===== src/rtl/cpu_trace_emitter.sv =====
// Serializes one register- or memory-write trace record into an ASCII character stream,
// one character per accepted output beat, with a registered valid/ready output.
module cpu_trace_emitter #(
    parameter int PAD_SPACES = 1
) (
    input  logic        clk,
    input  logic        reset,
    input  logic        in_valid,
    output logic        in_ready,
    input  logic        kind,
    input  logic [15:0] time_bcd,
    input  logic [31:0] pc,
    input  logic [4:0]  grf,
    input  logic [31:0] addr,
    input  logic [31:0] data,
    output logic [7:0]  char_out,
    output logic        char_valid,
    input  logic        char_ready,
    output logic        err
);

    typedef enum logic [3:0] {
        S_IDLE, S_CARET, S_TIME, S_AT, S_PC, S_COLON,
        S_PAD, S_TAG, S_FIELD, S_ARROW, S_DATA, S_HASH
    } state_t;

    localparam logic [3:0] PAD_LAST = 4'(PAD_SPACES - 1);

    state_t      state_q, state_d;
    logic [3:0]  cnt_q, cnt_d;
    logic [7:0]  char_q, char_d;
    logic        valid_q, err_q, err_d;

    logic        kind_q;
    logic [15:0] time_q;
    logic [31:0] pc_q, addr_q, data_q;
    logic [4:0]  grf_q;

    logic        consume, bcd_bad, grf_two;
    logic [1:0]  t_start, tdig_q, tdig_d, grf_tens;
    logic [4:0]  grf_sub;
    logic [3:0]  grf_ones;

    function automatic logic [7:0] hex_char(input logic [3:0] n);
        return (n < 4'd10) ? 8'h30 + {4'h0, n} : 8'h57 + {4'h0, n};
    endfunction

    function automatic logic [3:0] nib(input logic [31:0] w, input logic [2:0] i);
        return w[{3'd7 - i, 2'b00} +: 4];
    endfunction

    assign in_ready   = (state_q == S_IDLE);
    assign char_out   = char_q;
    assign char_valid = valid_q;
    assign err        = err_q;
    assign consume    = valid_q && char_ready;

    assign bcd_bad = (time_bcd[15:12] > 4'd9) || (time_bcd[11:8] > 4'd9) ||
                     (time_bcd[7:4]   > 4'd9) || (time_bcd[3:0]  > 4'd9);

    // First printed time digit: skips leading zero nibbles but always keeps the last one.
    assign t_start = (time_q[15:12] != 4'd0) ? 2'd0 :
                     (time_q[11:8]  != 4'd0) ? 2'd1 :
                     (time_q[7:4]   != 4'd0) ? 2'd2 : 2'd3;
    assign tdig_q  = t_start + cnt_q[1:0];
    assign tdig_d  = t_start + cnt_d[1:0];

    // Tens digit of grf from comparators; ones digit by subtracting a constant.
    assign grf_tens = (grf_q >= 5'd30) ? 2'd3 : (grf_q >= 5'd20) ? 2'd2 :
                      (grf_q >= 5'd10) ? 2'd1 : 2'd0;
    assign grf_two  = (grf_tens != 2'd0);
    always_comb begin
        case (grf_tens)
            2'd1:    grf_sub = 5'd10;
            2'd2:    grf_sub = 5'd20;
            2'd3:    grf_sub = 5'd30;
            default: grf_sub = 5'd0;
        endcase
    end
    assign grf_ones = 4'(grf_q - grf_sub);

    always_comb begin
        state_d = state_q;
        cnt_d   = cnt_q;
        err_d   = 1'b0;
        char_d  = 8'h00;
        if (state_q == S_IDLE) begin
            if (in_valid) begin
                if (bcd_bad) begin
                    err_d = 1'b1;
                end else begin
                    state_d = S_CARET;
                    cnt_d   = 4'd0;
                end
            end
        end else if (consume) begin
            cnt_d = cnt_q + 4'd1;
            case (state_q)
                S_CARET: begin state_d = S_TIME; cnt_d = 4'd0; end
                S_TIME:  if (tdig_q == 2'd3)    begin state_d = S_AT;    cnt_d = 4'd0; end
                S_AT:    begin state_d = S_PC; cnt_d = 4'd0; end
                S_PC:    if (cnt_q == 4'd7)     begin state_d = S_COLON; cnt_d = 4'd0; end
                S_COLON: begin state_d = S_PAD; cnt_d = 4'd0; end
                S_PAD:   if (cnt_q == PAD_LAST) begin state_d = S_TAG;   cnt_d = 4'd0; end
                S_TAG:   begin state_d = S_FIELD; cnt_d = 4'd0; end
                S_FIELD: if (kind_q ? (cnt_q == 4'd7) : (cnt_q == {3'd0, grf_two})) begin
                             state_d = S_ARROW; cnt_d = 4'd0;
                         end
                S_ARROW: if (cnt_q == 4'd3)     begin state_d = S_DATA;  cnt_d = 4'd0; end
                S_DATA:  if (cnt_q == 4'd7)     begin state_d = S_HASH;  cnt_d = 4'd0; end
                default: begin state_d = S_IDLE; cnt_d = 4'd0; end
            endcase
        end

        // The output register is loaded with the character for the upcoming position.
        case (state_d)
            S_CARET: char_d = 8'h5e;
            S_TIME:  char_d = hex_char(time_q[{2'd3 - tdig_d, 2'b00} +: 4]);
            S_AT:    char_d = 8'h40;
            S_PC:    char_d = hex_char(nib(pc_q, cnt_d[2:0]));
            S_COLON: char_d = 8'h3a;
            S_PAD:   char_d = 8'h20;
            S_TAG:   char_d = kind_q ? 8'h2a : 8'h24;
            S_FIELD: begin
                if (kind_q)
                    char_d = hex_char(nib(addr_q, cnt_d[2:0]));
                else if (grf_two && cnt_d == 4'd0)
                    char_d = hex_char({2'b00, grf_tens});
                else
                    char_d = hex_char(grf_ones);
            end
            S_ARROW: begin
                case (cnt_d[1:0])
                    2'd1:    char_d = 8'h3c;
                    2'd2:    char_d = 8'h3d;
                    default: char_d = 8'h20;
                endcase
            end
            S_DATA:  char_d = hex_char(nib(data_q, cnt_d[2:0]));
            S_HASH:  char_d = 8'h23;
            default: char_d = 8'h00;
        endcase
    end

    always_ff @(posedge clk) begin
        if (reset) begin
            state_q <= S_IDLE;
            cnt_q   <= 4'd0;
            char_q  <= 8'h00;
            valid_q <= 1'b0;
            err_q   <= 1'b0;
        end else begin
            state_q <= state_d;
            cnt_q   <= cnt_d;
            char_q  <= char_d;
            valid_q <= (state_d != S_IDLE);
            err_q   <= err_d;
        end
    end

    // NOTE: the record fields are only read after a capture, so they carry no reset.
    always_ff @(posedge clk) begin
        if (in_valid && in_ready) begin
            kind_q <= kind;
            time_q <= time_bcd;
            pc_q   <= pc;
            grf_q  <= grf;
            addr_q <= addr;
            data_q <= data;
        end
    end

endmodule


===== config.mk =====
export PLATFORM = sky130hd
export DESIGN_NAME = cpu_trace_emitter
export DESIGN_NICKNAME = d
export VERILOG_FILES = /design/src/rtl/cpu_trace_emitter.sv
export SDC_FILE = /design/constraint.sdc
export NUM_CORES = 1
export LEC_CHECK = 0
export CAP_MARGIN = 25
export CORE_UTILIZATION = 56
export DETAILED_ROUTE_END_ITERATION = 6
export GPL_TIMING_DRIVEN = 0
export PLACE_DENSITY = 0.86
export SLEW_MARGIN = 0
export SYNTH_ARGS = -nofsm -noshare
export SYNTH_HDL_FRONTEND = slang
export SYNTH_SLANG_ARGS = --single-unit

===== constraint.sdc =====
create_clock -name clk -period 10.92 [get_ports clk]
set_input_delay 1.638 -clock clk [delete_from_list [all_inputs] [get_ports clk]]
set_output_delay 1.638 -clock clk [all_outputs]
set_load 0.01 [all_outputs]

[Word-level counts from Yosys, hierarchy flattened]
Index checks and enable logic that the tools add are counted.
Cells by class
  add/sub/neg operators: 18
  $lt $le $gt $ge: 13
  equality and inequality tests: 30
  shift-type cells: 4
  multiplexer cells: 41
  bitwise logic cells: 2
  reductions and logical operators: 16
Operator list (count)
  $shiftx 32x6->4: 3
  $pmux 8 s11: 1
  $mux 4: 20
  $mux 8: 8
  $add 7x4->8 const A: 5
  $pmux 4 s10: 1
  $eq 4x3->1 const B: 9
  $add 6x4->7 const A: 5
  $eq 4x4->1 const B: 7
  $eq 4x2->1 const B: 5
  $lt 4x4->1 const B: 5
  $pmux 4 s5: 1
  $gt 4x4->1 const B: 4
  $reduce_bool 4->1: 4
  $shiftx 16x5->4: 1
  $logic_not 4->1: 3
  $pmux 4 s3: 1
  $ge 5x5->1 const B: 2
  $pmux 5 s2: 1
  $add 7x2->8 const A: 1
  $eq 2x2->1 const B: 4
  $eq 4x1->1 const B: 2
  $mux 2: 4
  $add 6x2->7 const A: 1
  other kinds (16): 26
Word-level totals
  register bits after elaboration: 136
  bits of input ports: 122
  output and inout bits: 11
  word-level logic and storage cells: 135

[Logic depth before layout (Yosys ltp)]
  word-level depth: 17
  depth in mapped cells: 24
  depth with buffers taken out: 21

[Worst setup path before layout]
OpenSTA, ideal clock, no wires.
  kind: input -> register
  start: input port time_bcd[6]
  end: register char_q[4] (netlist: char_out[4])
  library setup time: 0.142 ns
  arrival time: 4.695 ns
  data required time: 10.778 ns
  setup slack: 6.083 ns
  stages on the path: 20
  path buffers: 3
  cell sequence: o21ai_0 -> nand4_1 -> nor2_1 -> nor2_1 -> o2bb2ai_4 -> buf_12 -> buf_12 -> inv_1 -> ha_1 -> xor2_1 -> o211a_1 -> or3_1 -> buf_2 -> mux4_2 -> inv_1 -> ha_1 -> nand2b_1 -> a21oi_1 -> a2111oi_1 -> a21oi_1
Between the ends
  longest elaborated chain between the ends: 12
Ends and longest elaborated chain
  start: declaration: RTL line 11  | input logic [15:0] time_bcd,
  $gt 4x4->1 *: RTL line 59  | (time_bcd[7:4] > 4'd9) || (time_bcd[3:0] > 4'd9);
  $logic_or 1x1->1 *: RTL line 58  | assign bcd_bad = (time_bcd[15:12] > 4'd9) || (time_bcd[11:8] > 4'd9) ||
  $logic_or 1x1->1 *: RTL line 59
  $mux 4 *: RTL line 89  | if (bcd_bad) begin
  $mux 4 *: RTL line 88  | if (in_valid) begin
  $mux 4 *: RTL line 87  | if (state_q == S_IDLE) begin
  named net cnt_d[0]: RTL line 30  | logic [3:0] cnt_q, cnt_d;
  $add 2x2->2 / $sub 3x3->3 (equally long branches): RTL line 66, 49
  $sub 2x2->2 / $shiftx 32x6->4 (equally long branches): RTL line 118, 49
  $shiftx 16x5->4 (tied with other cells): RTL line 118  | S_TIME: char_d = hex_char(time_q[{2'd3 - tdig_d, 2'b00} +: 4]);
  $add 7x4->8 (tied with other cells): RTL line 45  | return (n < 4'd10) ? 8'h30 + {4'h0, n} : 8'h57 + {4'h0, n};
  $mux 8, on equally long branches: RTL line 45, 125
  $pmux 8 s11 *: RTL line 116  | case (state_d)
  end signal: assignment: RTL line 155  | char_q <= char_d;
  end: declaration: RTL line 31  | logic [7:0] char_q, char_d;
The timed path passes the listed nets; every way through them passes the cells marked *.
A chain may end at the register's enable or synchronous reset.

[Final worst setup path]
Ends and elaborated chain as after synthesis.

==> reports/results.tsv <==
stage	metric	value	unit
sta	worst_pin_slew	810	ps
sta	rsz0062_at_grt	no	
clocking	clk_pin_slew_worst_paths	70	ps
sta	period_share	53.2	%
power	vdd_drop_max	0.101	mV
setup_path	cp_max_fo	10	
cells_and_area	nNetsFinal	816	
setup_path	cpPeakStageDelay	500	ps
die	coreArea	0.0115	sq mm
sta	totalNegativeSetupSlack	0	ps
die	die_w	111	microns
setup_path	slowest_stage	a2111oi_1	
setup_path	crit_arrival	6090	ps
yosys	synth_cells	530	
yosys	synth_edf_count	118	
clocking	cts_resized	0	
cells_and_area	synthToLayoutAreaGrowth	31.4	%
yosys	ys_seq_elements	135	
sta	slew_headroom	45.5	%
global_route	grt_pass1_vias	5198	
die	ios	133	
clocking	clkLatencyLatePin	420	ps
clocking	clockRootBuffer	clkbuf_16	
power	power_per_cell_area	146	mW/mm^2
detailed_routing	drc	12	
power	p_clk_share	43.0	%
power	p_sw	319	uW
detailed_routing	vias	5040	
cells_and_area	antenna_cells	0	
clocking	cts_tree	yes	
min_path	min_path_type	reg2reg	
cells_and_area	final_common_cell	clkdlybuf4s50_1	
outcome	status	finished, violations left	
clocking	cts.sinks	135	
detailed_routing	antenna_left	0	
global_route	grt_max_degree	86	
placed_design	dp_worst_setup_slack	4830	ps
global_route	gr-total-overflow	0	
die	rows	39	
placed_design	gp_congestion	0.872	
sta	setup_viol	0	
outcome	violations	design-rule violations	
setup_path	cp_top_family	compound AO/OA/AOI/OAI gates	
sta	fmax	0.172	GHz
power	seq_power_share	47.3	%
placed_design	dp_hpwl	12100	microns
detailed_routing	routed_wl	16400	microns
yosys	ys_seq_area_share	58.1	%
detailed_routing	drt_iter0_markers	401	
min_path	hold_start	cnt_q[3]	
yosys	syn_nets	665	
cells_and_area	final_cell_mix	clkdlybuf4s50_1, edfxtp_1, nand2_1	
detailed_routing	dr.pass1.iters	7	
cells_and_area	drive_gt1_share	11.4	%
flow_run	cap_violations	0	
die	dieArea	0.0124	sq mm
sta	whs	880	ps
setup_path	timing.rr.start	time_q[8]	
setup_path	cp_cell_sequence	clkdlybuf4s50_1 -> o21ai_0 -> nand4_1 -> nor2_1 -> nor2_1 -> o2bb2ai_4 -> buf_12 -> buf_12 -> inv_1 -> ha_1 -> xor2_1 -> o211a_1 -> or3_1 -> buf_2 -> mux4_2 -> inv_1 -> ha_1 -> nand2b_1 -> a21oi_1 -> a2111oi_1 -> a21oi_1	
placed_design	port_buffers	131	
yosys	syn_avg_cell_area	12.6	sq um
detailed_routing	routedWlPerCell	19.6	microns
global_route	grt_pass1_wl	26000	microns
detailed_routing	viasPerCell	6.02	
clocking	htree_levels	4	
setup_path	regToRegSetupSlack	5360	ps
power	leakagePower	0.00339	uW
sta	maxSlewViolCount	0	
power	intPower	967	uW
power	combPwrFrac	9.7	%
global_route	grt_antenna_before_repair	0	
yosys	synthArstFlopShare	0	%
setup_path	reg2reg_depth	23	
clocking	cts_setup_buffers	0	
setup_path	crit_required	11190	ps
die	initial_utilization	58.1	%
sta	fin_ws	5110	ps
setup_path	crit_buf_inv	6	
yosys	synth.distinct_cells	77	
setup_path	worstSetupPathType	in2reg	
clocking	cts_buffer_depth	2	
yosys	ys.flop_type	edfxtp_1	
clocking	cts_hold_buf	0	
min_path	hold_end	cnt_q[3]	
sta	fin_crit	5810	ps
setup_path	worstReg2RegEnd	char_out[4]	
setup_path	crit_path_end_kind	register	
sta	hold_viol	0	
yosys	yosysWarnings	0	
min_path	hold_path_depth	3	
power	p_sw_share	24.8	%
yosys	netlist_area	0.00669	sq mm
setup_path	critPathLaunchType	primary input	
sta	skew	11.2	ps
clocking	cts_inserted_buffers	17	
die	die_h	111	microns
global_route	grtUsageTotal	27.7	%
-- synthesized netlist by cell type (6+ instances only) --
library cell,n,area (sq um)
o211ai_1,7,52.6
a211oi_1,7,52.6
edfxtp_1,118,3540
dfxtp_1,17,340
buf_2,7,35.0
a21oi_1,31,155
nand2b_1,16,100
o21ai_0,17,85.1
inv_1,19,71.3
nand2_1,44,165
a22oi_1,11,82.6
mux2i_1,41,410
nand3_1,9,45.0
mux2_2,10,113
a31oi_1,8,50.1
ha_1,12,150
nor3_1,11,55.1
nor2_1,33,124
xnor2_1,6,52.6
-- registers in the layout (all words and copies together), names as in the netlist --
signal / cells
addr_q: 32
char_out: 7
char_valid: 1
cnt_q: 4
data_q: 32
err: 1
grf_q: 5
kind_q: 1
pc_q: 32
state_q: 4
time_q: 16
-- kinds of logic (layout without fill, tap and decap cells) --
group / count (synthesis) / count (layout) / share of synthesized area (%)
buf+inv: 39 / 203 / 3.31
simple gates: 152 / 152 / 11.8
xor+xnor: 9 / 9 / 1.18
compound gates: 126 / 126 / 13.8
flops: 135 / 135 / 58.1
mux: 55 / 55 / 9.17
fa+ha+maj: 13 / 13 / 2.54
other cells: 1 / 1 / 0.0561
-- metrics by stage --
step / cells / instance area, sq um / total power, uW / util (%)
after floorplan: 530 / 6690 / 674 / -
after CTS: 837 / 8780 / 1290 / 76.3
final: 837 / 8780 / 1290 / 76.3
after detailed placement: 805 / 8210 / 741 / 71.3
after global placement: 804 / 8180 / 735 / 71.0
after global routing: 837 / 8780 / 1320 / 76.3
-- power by group through the flow --
stage,registers [uW],logic (uW),clock network [uW]
finish,608,125,553
global route,610,134,578
floorplan,617,57.2,0
CTS,608,124,554
detailed placement,619,122,0
global placement,620,115,0
-- worst register-to-register path: stages, from the launching register on --
cell,delay [ps]
edfxtp_1,400
nor4_1,620
a21boi_0,300
ha_1,270
xnor2_1,140
a211oi_1,240
nand3b_1,210
o211a_4,230
o2bb2ai_4,170
buf_12,170
buf_12,140
inv_1,120
ha_1,220
xor2_1,180
o211a_1,130
or3_1,360
buf_2,180
mux4_2,270
inv_1,60
ha_1,200
nand2b_1,70
a21oi_1,70
a2111oi_1,510
a21oi_1,160
-- cell type report --
cell class,count,area (sq um)
flip-flops and latches,135,3880
fillers,717,2730
multi-input cells,356,2580
repair buffers,132,1340
clock buffers,17,425
well taps,143,179
clock inverters,15,153
plain buffers,19,146
inverters,20,77.6
-- how the worst max path moves through the flow --
stage           startpoint          end  slack [ps]  cells past startpoint
2_1_floorplan  time_bcd[6]  char_out[4]        6080                     20
3_3_place_gp   time_bcd[6]  char_out[4]        4850                     21
3_5_place_dp   time_bcd[6]  char_out[4]        4830                     21
4_1_cts        time_bcd[9]  char_out[4]        5200                     21
5_1_grt        time_bcd[6]  char_out[4]        4780                     21
6_report       time_bcd[6]  char_out[4]        5110                     21
-- layer usage --
metal,vias to the layer above,part of all wire (%),GRT usage (%)
met5,-,0,0
li1,2346,-,-
met1,2447,38,31.1
met3,38,5.5,4.92
met4,0,2.8,12.7
met2,209,54,51.0
Power figures use the tool's default switching activity.
